File: config.mk
export PLATFORM = sky130hd
export DESIGN_NAME = fifo_ext
export DESIGN_NICKNAME = d
export VERILOG_FILES = /design/src/rtl/fifo_ext.sv
export SDC_FILE = /design/constraint.sdc
export NUM_CORES = 1
export LEC_CHECK = 0
export BUFFER_PORTS_ARGS = -buffer_cell sky130_fd_sc_hd__buf_2
export CAP_MARGIN = 15
export CORE_ASPECT_RATIO = 2
export CORE_MARGIN = 5
export CORE_UTILIZATION = 34
export DETAILED_ROUTE_END_ITERATION = 12
export GPL_TIMING_DRIVEN = 0
export MAX_ROUTING_LAYER = met4
export PLACE_DENSITY_LB_ADDON = 0.05
export SETUP_SLACK_MARGIN = 0.5
export SYNTH_ARGS = -nofsm -noshare
export SYNTH_HDL_FRONTEND = slang
export SYNTH_SLANG_ARGS = --single-unit
File: constraint.sdc
create_clock -name clk -period 2.15 [get_ports clk]
set_clock_uncertainty 0.2 [all_clocks]
set_input_delay 0.5375 -clock clk [delete_from_list [all_inputs] [get_ports clk]]
set_output_delay 0.5375 -clock clk [all_outputs]
set_load 0.03 [all_outputs]
File: src/rtl/fifo_ext.sv
// Synchronous single-clock FIFO with programmable almost-full/almost-empty
// thresholds, sticky overflow/underflow flags and first-word-fall-through or registered read.
module fifo_ext #(
   parameter int WORD_WIDTH = 8,
   parameter int ADDR_WIDTH = 3,
   parameter bit FWFT       = 1'b1,
   parameter int AFULL_THR  = (1 << ADDR_WIDTH) - 2,
   parameter int AEMPTY_THR = 1
) (
   input  logic                  clk,
   input  logic                  res,
   input  logic                  flush,
   input  logic                  push,
   input  logic                  pull,
   input  logic [WORD_WIDTH-1:0] din,
   output logic [WORD_WIDTH-1:0] dout,
   output logic                  empty,
   output logic                  full,
   output logic                  almost_full,
   output logic                  almost_empty,
   output logic [ADDR_WIDTH:0]   count,
   output logic                  overflow,
   output logic                  underflow
);

   localparam int DEPTH = 1 << ADDR_WIDTH;
   localparam logic [ADDR_WIDTH:0] DEPTH_W = (ADDR_WIDTH+1)'(DEPTH);

   logic [WORD_WIDTH-1:0] mem_q [DEPTH];
   logic [ADDR_WIDTH-1:0] wr_ptr_q, wr_ptr_d, rd_ptr_q, rd_ptr_d;
   logic [ADDR_WIDTH:0]   cnt_q, cnt_d;
   logic                  ovf_q, ovf_d, unf_q, unf_d;
   logic                  wr_en, rd_en;

   assign empty        = (cnt_q == '0);
   assign full         = (cnt_q == DEPTH_W);
   assign almost_full  = (int'(cnt_q) >= AFULL_THR);
   assign almost_empty = (int'(cnt_q) <= AEMPTY_THR);
   assign count        = cnt_q;
   assign overflow     = ovf_q;
   assign underflow    = unf_q;

   // A read frees a slot in the same cycle, so a full FIFO still takes a write alongside it.
   assign rd_en = pull & ~empty;
   assign wr_en = push & (~full | rd_en);

   always_comb begin
      wr_ptr_d = wr_ptr_q;
      rd_ptr_d = rd_ptr_q;
      cnt_d    = cnt_q;
      ovf_d    = ovf_q;
      unf_d    = unf_q;
      if (flush) begin
         wr_ptr_d = '0;
         rd_ptr_d = '0;
         cnt_d    = '0;
         ovf_d    = 1'b0;
         unf_d    = 1'b0;
      end else begin
         if (wr_en) wr_ptr_d = wr_ptr_q + 1'b1;
         if (rd_en) rd_ptr_d = rd_ptr_q + 1'b1;
         case ({wr_en, rd_en})
            2'b10:   cnt_d = cnt_q + 1'b1;
            2'b01:   cnt_d = cnt_q - 1'b1;
            default: cnt_d = cnt_q;
         endcase
         if (push && !wr_en) ovf_d = 1'b1;
         if (pull && empty)  unf_d = 1'b1;
      end
   end

   always_ff @(posedge clk or negedge res) begin
      if (!res) begin
         wr_ptr_q <= '0;
         rd_ptr_q <= '0;
         cnt_q    <= '0;
         ovf_q    <= 1'b0;
         unf_q    <= 1'b0;
      end else begin
         wr_ptr_q <= wr_ptr_d;
         rd_ptr_q <= rd_ptr_d;
         cnt_q    <= cnt_d;
         ovf_q    <= ovf_d;
         unf_q    <= unf_d;
      end
   end

   // Storage is deliberately unreset; any write issued while res is low is never exposed.
   always_ff @(posedge clk) begin
      if (wr_en && !flush) mem_q[wr_ptr_q] <= din;
   end

   generate
      if (FWFT) begin : g_fwft
         assign dout = empty ? '0 : mem_q[rd_ptr_q];
      end else begin : g_reg
         logic [WORD_WIDTH-1:0] dout_q;
         always_ff @(posedge clk or negedge res) begin
            if (!res)       dout_q <= '0;
            else if (flush) dout_q <= '0;
            else if (rd_en) dout_q <= mem_q[rd_ptr_q];
         end
         assign dout = dout_q;
      end
   endgenerate

endmodule

# == Word level (Yosys, flattened, before mapping) ==
# Memory sizes are Yosys's and may differ from the RTL's.
# Cells that the tools add are included.
# word_totals
register_bits,12
ram_bits,64
inputBits,13
output_inout_bits,18
elab_cells,44
mem_count,1
# classes
n_addsub,4
n_lt_le_gt_ge,2
eq_ne,3
muxes,13
n_bitwise,5
n_reduce_logical,11
# mem_list
name,words,word_bits,rd,rd_ports_with_merged_regs,write_ports,line_no,source
mem_q,8,8,1,0,1,29,logic [WORD_WIDTH-1:0] mem_q [DEPTH];
# ops
cell,count
two-way mux 3 bit,4
two-way mux 8 bit,1
case mux 4 bit (2 select lines),1
nonzero test 2 bit,4
adder 3 x 1 -> 3 bit (second input constant),2
two-way mux 1 bit,6
adder 4 x 1 -> 4 bit (second input constant),1
equality test 4 bit (second input constant),1
greater-or-equal comparator 4 x 3 -> 1 bit (second input constant),1
less-or-equal comparator 4 x 1 -> 1 bit (second input constant),1
zero test 4 bit,1
two-way mux 4 bit,1
subtractor 4 x 1 -> 4 bit (second input constant),1
logical AND 1 bit,3
nonzero test 3 bit,1
AND 1 bit,2
equality test 2 x 1 -> 1 bit (second input constant),1
equality test 2 bit (second input constant),1
zero test 1 bit,2
NOT 1 bit,2
OR 1 bit,1

# == Depth between registers and ports, before layout ==
# Gate-level depths: netlist (run 1).
# depth
word_depth,9
depth_mapped,7
mapped_depth_nobuf,7

# == Worst setup path after synthesis (run 1) ==
# OpenSTA, ideal clock, no wires.
# synth_timing
kind,reg2out
startpoint,"reg cnt_q[1], in the netlist count[1]"
endpoint,out dout[0]
t_arrival_ns,2.008
t_required_ns,1.412
path_slack_ns,-0.596
stages_incl_launch_ff,6
n_path_buf,1
path_cell_list,dfrtp_1 > inv_1 > ha_1 > nor3b_1 > clkbuf_1 > nor2_1
# synth_via
elab_chain_len,2
# synth_lines
item,line_no,source
from (decl),31,"logic [ADDR_WIDTH:0] cnt_q, cnt_d;"
from (signal assigned),82,cnt_q <= cnt_d;
zero test 4 bit,35,assign empty = (cnt_q == '0);
via empty,17,"output logic empty,"
two-way mux 8 bit,95,assign dout = empty ? '0 : mem_q[rd_ptr_q];
to (decl),16,"output logic [WORD_WIDTH-1:0] dout,"
# The timed path passes the listed nets, and every way through them passes these cells.

# == Final worst setup path (run 1) ==
# layout_timing
startpoint,reg rd_ptr_q[0]
endpoint,out dout[5]
# layout_via
elab_chain_len,2
# layout_lines
item,line_no,source
from (decl),30,"logic [ADDR_WIDTH-1:0] wr_ptr_q, wr_ptr_d, rd_ptr_q, rd_ptr_d;"
from (signal assigned),81,rd_ptr_q <= rd_ptr_d;
memory read (8 x 8 bit),--,
two-way mux 8 bit,95,
# No other way between the ends.

==> results of run 1 <==
==> final cells by class <==
class | count | area (um^2) | area share [%]
plain buffers | 8 | 98.84 | 1.963
clock buffers | 11 | 242.7 | 4.820
clock inverters | 5 | 100.1 | 1.988
inverters | 4 | 25.02 | 0.4969
multi-input cells | 101 | 1328 | 26.36
flip-flops and latches | 76 | 2227 | 44.22
well taps | 104 | 130.1 | 2.584
repair buffers | 82 | 884.6 | 17.57
==> cells by family after synthesis <==
kind of cell / synth area share (%)
AOI/OAI and AO/OA: 3.332
xor gates and xnor gates: 1.085
DFF: 68.81
muxes: 14.72
buffers and inverters: 1.627
adders and majority gates: 2.712
and+or+nand+nor: 7.710
==> per-stage QoR <==
stage | total power [mW] | cells
final | 6.226 | 391
after detailed placement | 3.487 | 322
after CTS | 5.971 | 371
after global placement | 3.443 | 322
after floorplan | 3.086 | 189
after global routing | 6.480 | 391
==> state kept, by name, summed over array words and instances, names as in the netlist <==
signal / count
overflow: 1
wr_ptr_q: 3
mem_q: 64
underflow: 1
rd_ptr_q: 3
count: 4
==> metal layers <==
metal	wire (um)	global-route usage [%]	vias up
li1	-	-	923
met1	3010	16.79	1038
met2	4845	27.68	51
met3	256	2.927	14
met4	235	6.627	0
met5	0	-	-
==> cells in the final DEF (no fill, tap or decap), types with 4 or more instances in the layout <==
cell type	instances
sky130_fd_sc_hd__buf_12	10
sky130_fd_sc_hd__nor2_1	11
sky130_fd_sc_hd__mux2i_4	4
sky130_fd_sc_hd__buf_2	12
sky130_fd_sc_hd__mux2i_2	4
sky130_fd_sc_hd__dfrtp_1	8
sky130_fd_sc_hd__buf_4	19
sky130_fd_sc_hd__buf_6	40
sky130_fd_sc_hd__nor3_4	6
sky130_fd_sc_hd__mux4_2	16
sky130_fd_sc_hd__clkbuf_16	10
sky130_fd_sc_hd__xor2_1	4
sky130_fd_sc_hd__edfxtp_1	64
sky130_fd_sc_hd__ha_4	4
sky130_fd_sc_hd__dfrtp_2	4
sky130_fd_sc_hd__nor2_4	13
==> cells in the mapped netlist (all sizes together), types with 2 or more instances <==
library cell	instances	share of area (%)
ha	7	2.7
xor2	4	1.1
inv	4	0.46
mux4	16	11
nand2b	4	0.77
buf	5	0.78
o21ai	3	0.46
nor2b	2	0.39
nor2	25	2.9
dfrtp	12	9.3
a21oi	2	0.31
o211ai	2	0.46
clkbuf	3	0.39
nor3	10	1.5
edfxtp	64	60
nand3b	3	0.81
mux2i	10	3.1
or3	2	0.39
o21a	2	0.46
==> final timing paths <==
kind                       cells past startpoint  slack, ns     endpoint        start
max                                            6      -0.48      dout[5]  rd_ptr_q[0]
min                                            1       0.28  mem_q[3][6]       din[6]
max reg2reg                                   11      -0.10     count[2]     count[1]
min reg2reg                                    3       0.40    underflow    underflow
max in group asynchronous                      2       1.06     count[3]          res
min in group asynchronous                      2       0.42     count[1]          res
==> timing repair <==
item	4_1_cts	5_1_grt
gates cloned	2	0
resized for setup	76	21
hold buffers	1	0
setup endpoints to repair	92	92
pin swaps	18	15
hold endpoints to repair	12	0
setup buffers	30	20
==> power breakdown <==
group	total (mW)	switching (mW)	internal, mW
sequential	1.73	0.0620	1.67
combinational	2.78	1.30	1.47
clock	1.72	0.554	1.16
total	6.23	1.92	4.31
==> critical path: stages (launching register included) <==
cell                      delay, ns
sky130_fd_sc_hd__dfrtp_1       0.38
sky130_fd_sc_hd__buf_8         0.14
sky130_fd_sc_hd__buf_12        0.14
sky130_fd_sc_hd__mux4_2        0.52
sky130_fd_sc_hd__mux2i_2       0.22
sky130_fd_sc_hd__nor2_4        0.05
sky130_fd_sc_hd__buf_6         0.13
==> flow_results.org, run 1 <==
** Outcome
- Outcome :: complete, but fails checks
- Violations in the final reports :: setup timing

** STA
- Final worst-path cycle share :: 122.6%
- Setup repair after global routing missed its margin :: yes
- Setup violations remaining at the end of the flow were counted as 79.
- Time the final worst path needs with I/O delays and setup :: 2.635 ns
- Slew Limit Fails :: 0
- Slew of the pin with the lowest slew margin :: 0.5665 ns
- Based on the critical path, the design can be clocked at up to 379.5 MHz.
- Hold slack final :: 0.2813 ns
- Hold Fails Final Rpt :: 0
- Setup TNS :: -7.111 ns
- Least setup slack across all paths after layout :: -0.4850 ns
- Slew Limit Headroom :: 62.23%

** Yosys
- Warning count from the yosys run :: 0
- Counting flops with an async set or reset pin after synthesis yields a share of 15.79%.
- After synthesis, the mean cell area works out to 17.09 um^2.
- The number of different library cells used by synthesis comes to 34.
- EDFF count, synth :: 64
- Number of storage elements in the synthesis netlist :: 76
- Part of the Yosys area used for sequential elements :: 68.81%
- Prevailing post-synth register cell :: sky130_fd_sc_hd__edfxtp_1
- Post-synth design cell area :: 3229 um^2
- The cell count after synthesis came out at 189.
- Number of nets in the synthesized netlist :: 209

** Worst setup path
- The setup path with the least slack is of type flip-flop to primary output.
- Of all nets on the critical path, the largest fanout is 7.
- The worst setup path is launched from a flip-flop.
- Data on the critical path arrives at its endpoint at 1.90 ns.
- CP required :: 1.41 ns
- STA classifies the critical path endpoint as a primary output.

** Detailed routing
- Number of DRC violations after detailed-routing iteration 0 :: 114
- Final routed DRC violation total :: 0
- Detailed-routing iteration count for the pre-antenna-repair pass :: 4
- The routed layout has 2026 vias.
- Once detail routing completed, the nets flagged for antenna violations numbered 0.
- Using the TritonRoute via totals, the vias-per-cell ratio works out to 5.182.
- Final Routed Wirelength :: 8348 um
- In the final routed layout, each cell accounts on average for 21.35 um.

** Place
- Number of port buffers :: 29
- Half-perimeter wire length after detailed placement :: 5078 um
- Once placement finished, the instance area stood at 3780 um^2.
- Timing analysis after detailed placement gives a worst setup slack of -0.3995 ns.
- Routability congestion estimate from global placement :: 0.6987

** Job
- Max-cap violations in this run came to 0.

** Clock network
- The H-tree generated during clock tree synthesis spans 3 levels.
- CTS root buf :: sky130_fd_sc_hd__clkbuf_16
- Clock latency reported for the late side of the worst-skew pair :: 0.33 ns
- Clock tree from TritonCTS :: built
- Total clock buffers created by CTS :: 9
- Clock sink count :: 76
- Maximum count of clock buffers along a single path :: 2
- Worst-path clk slew :: 0.06 ns

** Layout
- Final nets :: 302
- Antenna diode count :: 0
- Once layout is done, the placed cells without fillers occupy 5036 um^2.
- End-of-flow core utilization :: 54.03%
- Relative to the synthesized area, the layout overhead comes to 55.95%.
- The layout has 747 filler cells.
- Share of final-layout standard cells stronger than drive strength 1 :: 60.98%

** Power
- Leakage dissipation :: 1.828 nW
- For this design the ratio of total power to cell area is 1236 nW/um^2.
- IR analysis of the VDD net gives a maximum drop of 0.0007260 V.

** GRT
- Vias in the first global route :: 2215
- Global routing finished with a remaining overflow of 0.
- The number of antenna violations at the first check in global routing was 0.
- Across every metal layer, demand over resource in global routing totals 15.62%.
- The first global-routing pass estimated 12680 um of wire.
- Entering global routing, the biggest net connects 14 pins.

** Floorplan
- Die outline height :: 147.8 um
- From left edge to right edge, the die measures 78.92 um.
- In this run the core area contains 50 standard-cell rows.
- Number of placed I/O pins :: 31
- Placeable Area :: 9321 um^2
- For this configuration, the core starts out at a cell density of 34.64%.
- The floorplan step defined a die boundary enclosing 11670 um^2.

** Min path
- The min-delay analysis places its worst path in the category input pin to flip-flop.
(Power assumes the default switching activity.)
==> run 2, diff against run 1 <==
--- a/config.mk
+++ b/config.mk
@@ -5,12 +5,12 @@
 export SDC_FILE = /design/constraint.sdc
 export NUM_CORES = 1
 export LEC_CHECK = 0
-export BUFFER_PORTS_ARGS = -buffer_cell sky130_fd_sc_hd__buf_2
 export CAP_MARGIN = 15
 export CORE_ASPECT_RATIO = 2
 export CORE_MARGIN = 5
 export CORE_UTILIZATION = 34
 export DETAILED_ROUTE_END_ITERATION = 12
+export DONT_BUFFER_PORTS = 1
 export GPL_TIMING_DRIVEN = 0
 export MAX_ROUTING_LAYER = met4
 export PLACE_DENSITY_LB_ADDON = 0.05
==> run 2 against run 1 <==
  * The run still ends with setup timing left
  * Global-route usage decreased by 1.1 points
  * Final cell count decreased by 13%
  * Fmax increased by 3.9%
  * Sequential share of layout area increased by 4.3 points
  * Sequential cell count unchanged
  * Critical endpoint is now dout[4]
  * Largest power group unchanged
  * Highest routed layer unchanged
==> flow_results.org, run 2 (synthesized netlist as in run 1, its figures left out) <==
** Worst setup path
- The number of buffers and inverters on the critical path is 3.
- The signal on the critical path passes through inv_4, ha_4, nor3b_4, buf_6, buf_12, nor2_4.
- On the critical path, the stage with the largest delay is an instance of sky130_fd_sc_hd__dfrtp_2.
- CP required :: 1.41 ns
- For the worst setup path, the data arrival time is 1.80 ns.
- Critical path launch point type :: flip-flop
- The critical path is of the flip-flop to primary output type.
- Crit Path Max Fanout :: 8
- On the worst path, the slowest cell contributes a delay of 0.57 ns.
- The worst setup path is captured at a primary output.
- Cell family contributing the most delay on the critical path :: flip-flops

** Floorplan
- Die width :: 78.92 um
- Number of rows created at floorplan :: 50
- Pin placement for this block handled 31 I/O pins.
- The floorplan step defined a die boundary enclosing 11670 um^2.
- The floorplan step defined a core boundary enclosing 9321 um^2.
- Effective utilization at floorplan :: 34.64%
- From bottom edge to top edge, the die measures 147.8 um.

** Detailed routing
- After detailed routing, the total wire length is 7666 um.
- Via count :: 1769
- For this block, the initial DRC count from the detailed router was 125.
- Antenna-violating nets left :: 0
- Dividing the detail-routed wire length by the instance count gives 22.48 um.
- Detailed-routing iteration count for the pre-antenna-repair pass :: 4
- For this run, design rule violations remaining after detail routing come to 0.
- Dividing the detail-routed via count by the number of cells gives 5.188.

** Layout
- Leaving out fill and tap cells, the most frequent cell in the layout is sky130_fd_sc_hd__edfxtp_1.
- The register with the most flip-flops in the layout has 64 of them.
- The repair_antennas step left the layout with diodes totalling 0.
- At the end of the flow the core is filled with cells to 49.36%.
- The count of cells in the finished layout, fillers not included, comes to 341.
- Share of final-layout standard cells stronger than drive strength 1 :: 53.16%
- The net count of the finished layout is 252.
- Largest register by flop count :: mem_q
- Area added between synthesis and finish :: 42.46%
- In the layout the commonest cells are sky130_fd_sc_hd__edfxtp_1, sky130_fd_sc_hd__mux4_2, sky130_fd_sc_hd__nor2_4.
- Post-route cell area :: 4601 um^2

** Clock network
- Clock-pin slew was measured on the worst setup and hold paths at 0.06 ns.
- The tree is rooted in a sky130_fd_sc_hd__clkbuf_16.
- TritonCTS built the clock tree.
- H-tree levels :: 3
- CTS saw 76 sinks.
- Maximum count of clock buffers along a single path :: 2
- Clock latency reported for the late side of the worst-skew pair :: 0.32 ns
- Total clock buffers created by CTS :: 9

** STA
- The count of pins over their slew limit came to 0.
- Upper clock frequency limit :: 394.4 MHz
- After layout, the minimum clock period comes to 2.536 ns.
- At the pin with the least slew margin, the transition time is 0.6318 ns.
- Least setup slack across all paths after layout :: -0.3857 ns
- Hold Fails Final Rpt :: 0
- Setup violations remaining at the end of the flow were counted as 78.
- The worst pin sits at a relative slew slack of 57.74%.
- Final worst-path cycle share :: 117.9%
- Setup repair after global routing could not meet its margin everywhere.

** Power
- Combinational logic burns 36.2% of the power.
- Leakage dissipation :: 1.554 nW
- Per report_power, the sequential group accounts for 32.9% of the total.
- For this design the total switching power over the nets is 1.747 mW.
- Cell internal power was estimated by the tool at 3.857 mW.
- Worst vdd rail ir drop :: 0.0007019 V
- In this run, the clock network consumes 30.9% of the power.
- Net switching is 31.17% of the power.
- For this design the ratio of total power to cell area is 1218 nW/um^2.

** GRT
- Global-route wire length before repair :: 11630 um
- Largest net degree at the start of global routing :: 13
- Global routing used 14.52% of the available tracks.
- Vias in the first global route :: 2006
- Summed over all layers, the global routing overflow is 0.
- Initial antenna violation count :: 0

** Outcome
- Violations in the final reports :: setup timing
- The run finished, with violations left.

** Place
- Number of port buffers :: 0
- The placed instances occupy a cell area of 3635 um^2.
- Routability congestion estimate from global placement :: 0.6688
- Half-perimeter wire length after detailed placement :: 4915 um
- Number of placed instances with taps included :: 293

** Min path
- In this run the worst hold path is classified as input pin to flip-flop.

** Job
- The tool flagged a number of max-cap violations equal to 0.
[run 2: changes by cell type in the layout (fill, tap and decap cells not counted), sizes merged]
cell    previous run  this run
clkbuf            14        15
inv                3         4
buf               85        35
clkinv             3         1
[run 2: layout make-up]
type	instances	area, um^2
inverters	4	27.53
fillers	764	4721
flip-flops and latches	76	2235
well taps	104	130.1
clock inverters	4	95.09
plain buffers	8	98.84
clock buffers	12	256.5
repair buffers	32	419.2
multi-input cells	101	1339
[run 2: repair_timing]
| item | CTS | global route |
|---|---|---|
| gates resized for setup | 35 | 17 |
| hold buffers | 1 | 0 |
| buffers inserted | 23 | 6 |
| pin swaps | 16 | 18 |
| endpoints found under the hold margin | 12 | 0 |
| cloned | 1 | 1 |
| setup endpoints to repair | 89 | 92 |
[run 2: final timing paths]
kind                       cells after the start           to  slack [ns]         from
max in group asynchronous                      1     count[3]        0.81          res
setup / recovery                               6      dout[4]       -0.39     count[1]
hold reg to reg                                2  wr_ptr_q[1]        0.47  wr_ptr_q[1]
min in group asynchronous                      1     count[2]        0.47          res
setup reg to reg                               9     count[2]       -0.11     count[1]
hold / removal                                 1     count[1]        0.06        flush
[run 2: worst register-to-register path, stage by stage, from the launching register on]
cell,delay (ns)
sky130_fd_sc_hd__dfrtp_2,0.57
sky130_fd_sc_hd__inv_4,0.08
sky130_fd_sc_hd__ha_4,0.18
sky130_fd_sc_hd__buf_6,0.11
sky130_fd_sc_hd__nand3b_4,0.08
sky130_fd_sc_hd__buf_6,0.14
sky130_fd_sc_hd__inv_8,0.05
sky130_fd_sc_hd__a211oi_4,0.29
sky130_fd_sc_hd__a22oi_2,0.14
sky130_fd_sc_hd__mux2_4,0.31
[run 2: through the flow]
stage	TNS, ns	total power, mW	worst slack, ns	hold slack, ns
3_3_place_gp	-7.905	3.296	-0.2977	0.04238
6_report	-4.939	5.604	-0.3857	0.06472
3_5_place_dp	-10.89	3.343	-0.3351	0.04238
5_1_grt	-10.35	5.833	-0.4408	0.04773
2_1_floorplan	-0.3677	3.086	-0.04596	0.04191
4_1_cts	-5.481	5.446	-0.4248	0.05154
[run 2: power groups by stage]
| stage | Sequential (mW) | Clock (mW) | Combinational (mW) |
|---|---|---|---|
| 2_1_floorplan | 1.82 | 0 | 1.26 |
| 3_3_place_gp | 1.85 | 0 | 1.45 |
| 3_5_place_dp | 1.85 | 0 | 1.49 |
| 4_1_cts | 1.84 | 1.76 | 1.85 |
| 5_1_grt | 1.85 | 1.84 | 2.14 |
| 6_report | 1.84 | 1.73 | 2.03 |
[run 2: per-layer routing]
metal | GRT usage [%] | vias up | wire length, um
li1 | - | 818 | -
met1 | 13.87 | 910 | 2660
met2 | 26.79 | 33 | 4632
met3 | 3.415 | 8 | 253
met4 | 6.799 | 0 | 121
met5 | - | - | 0
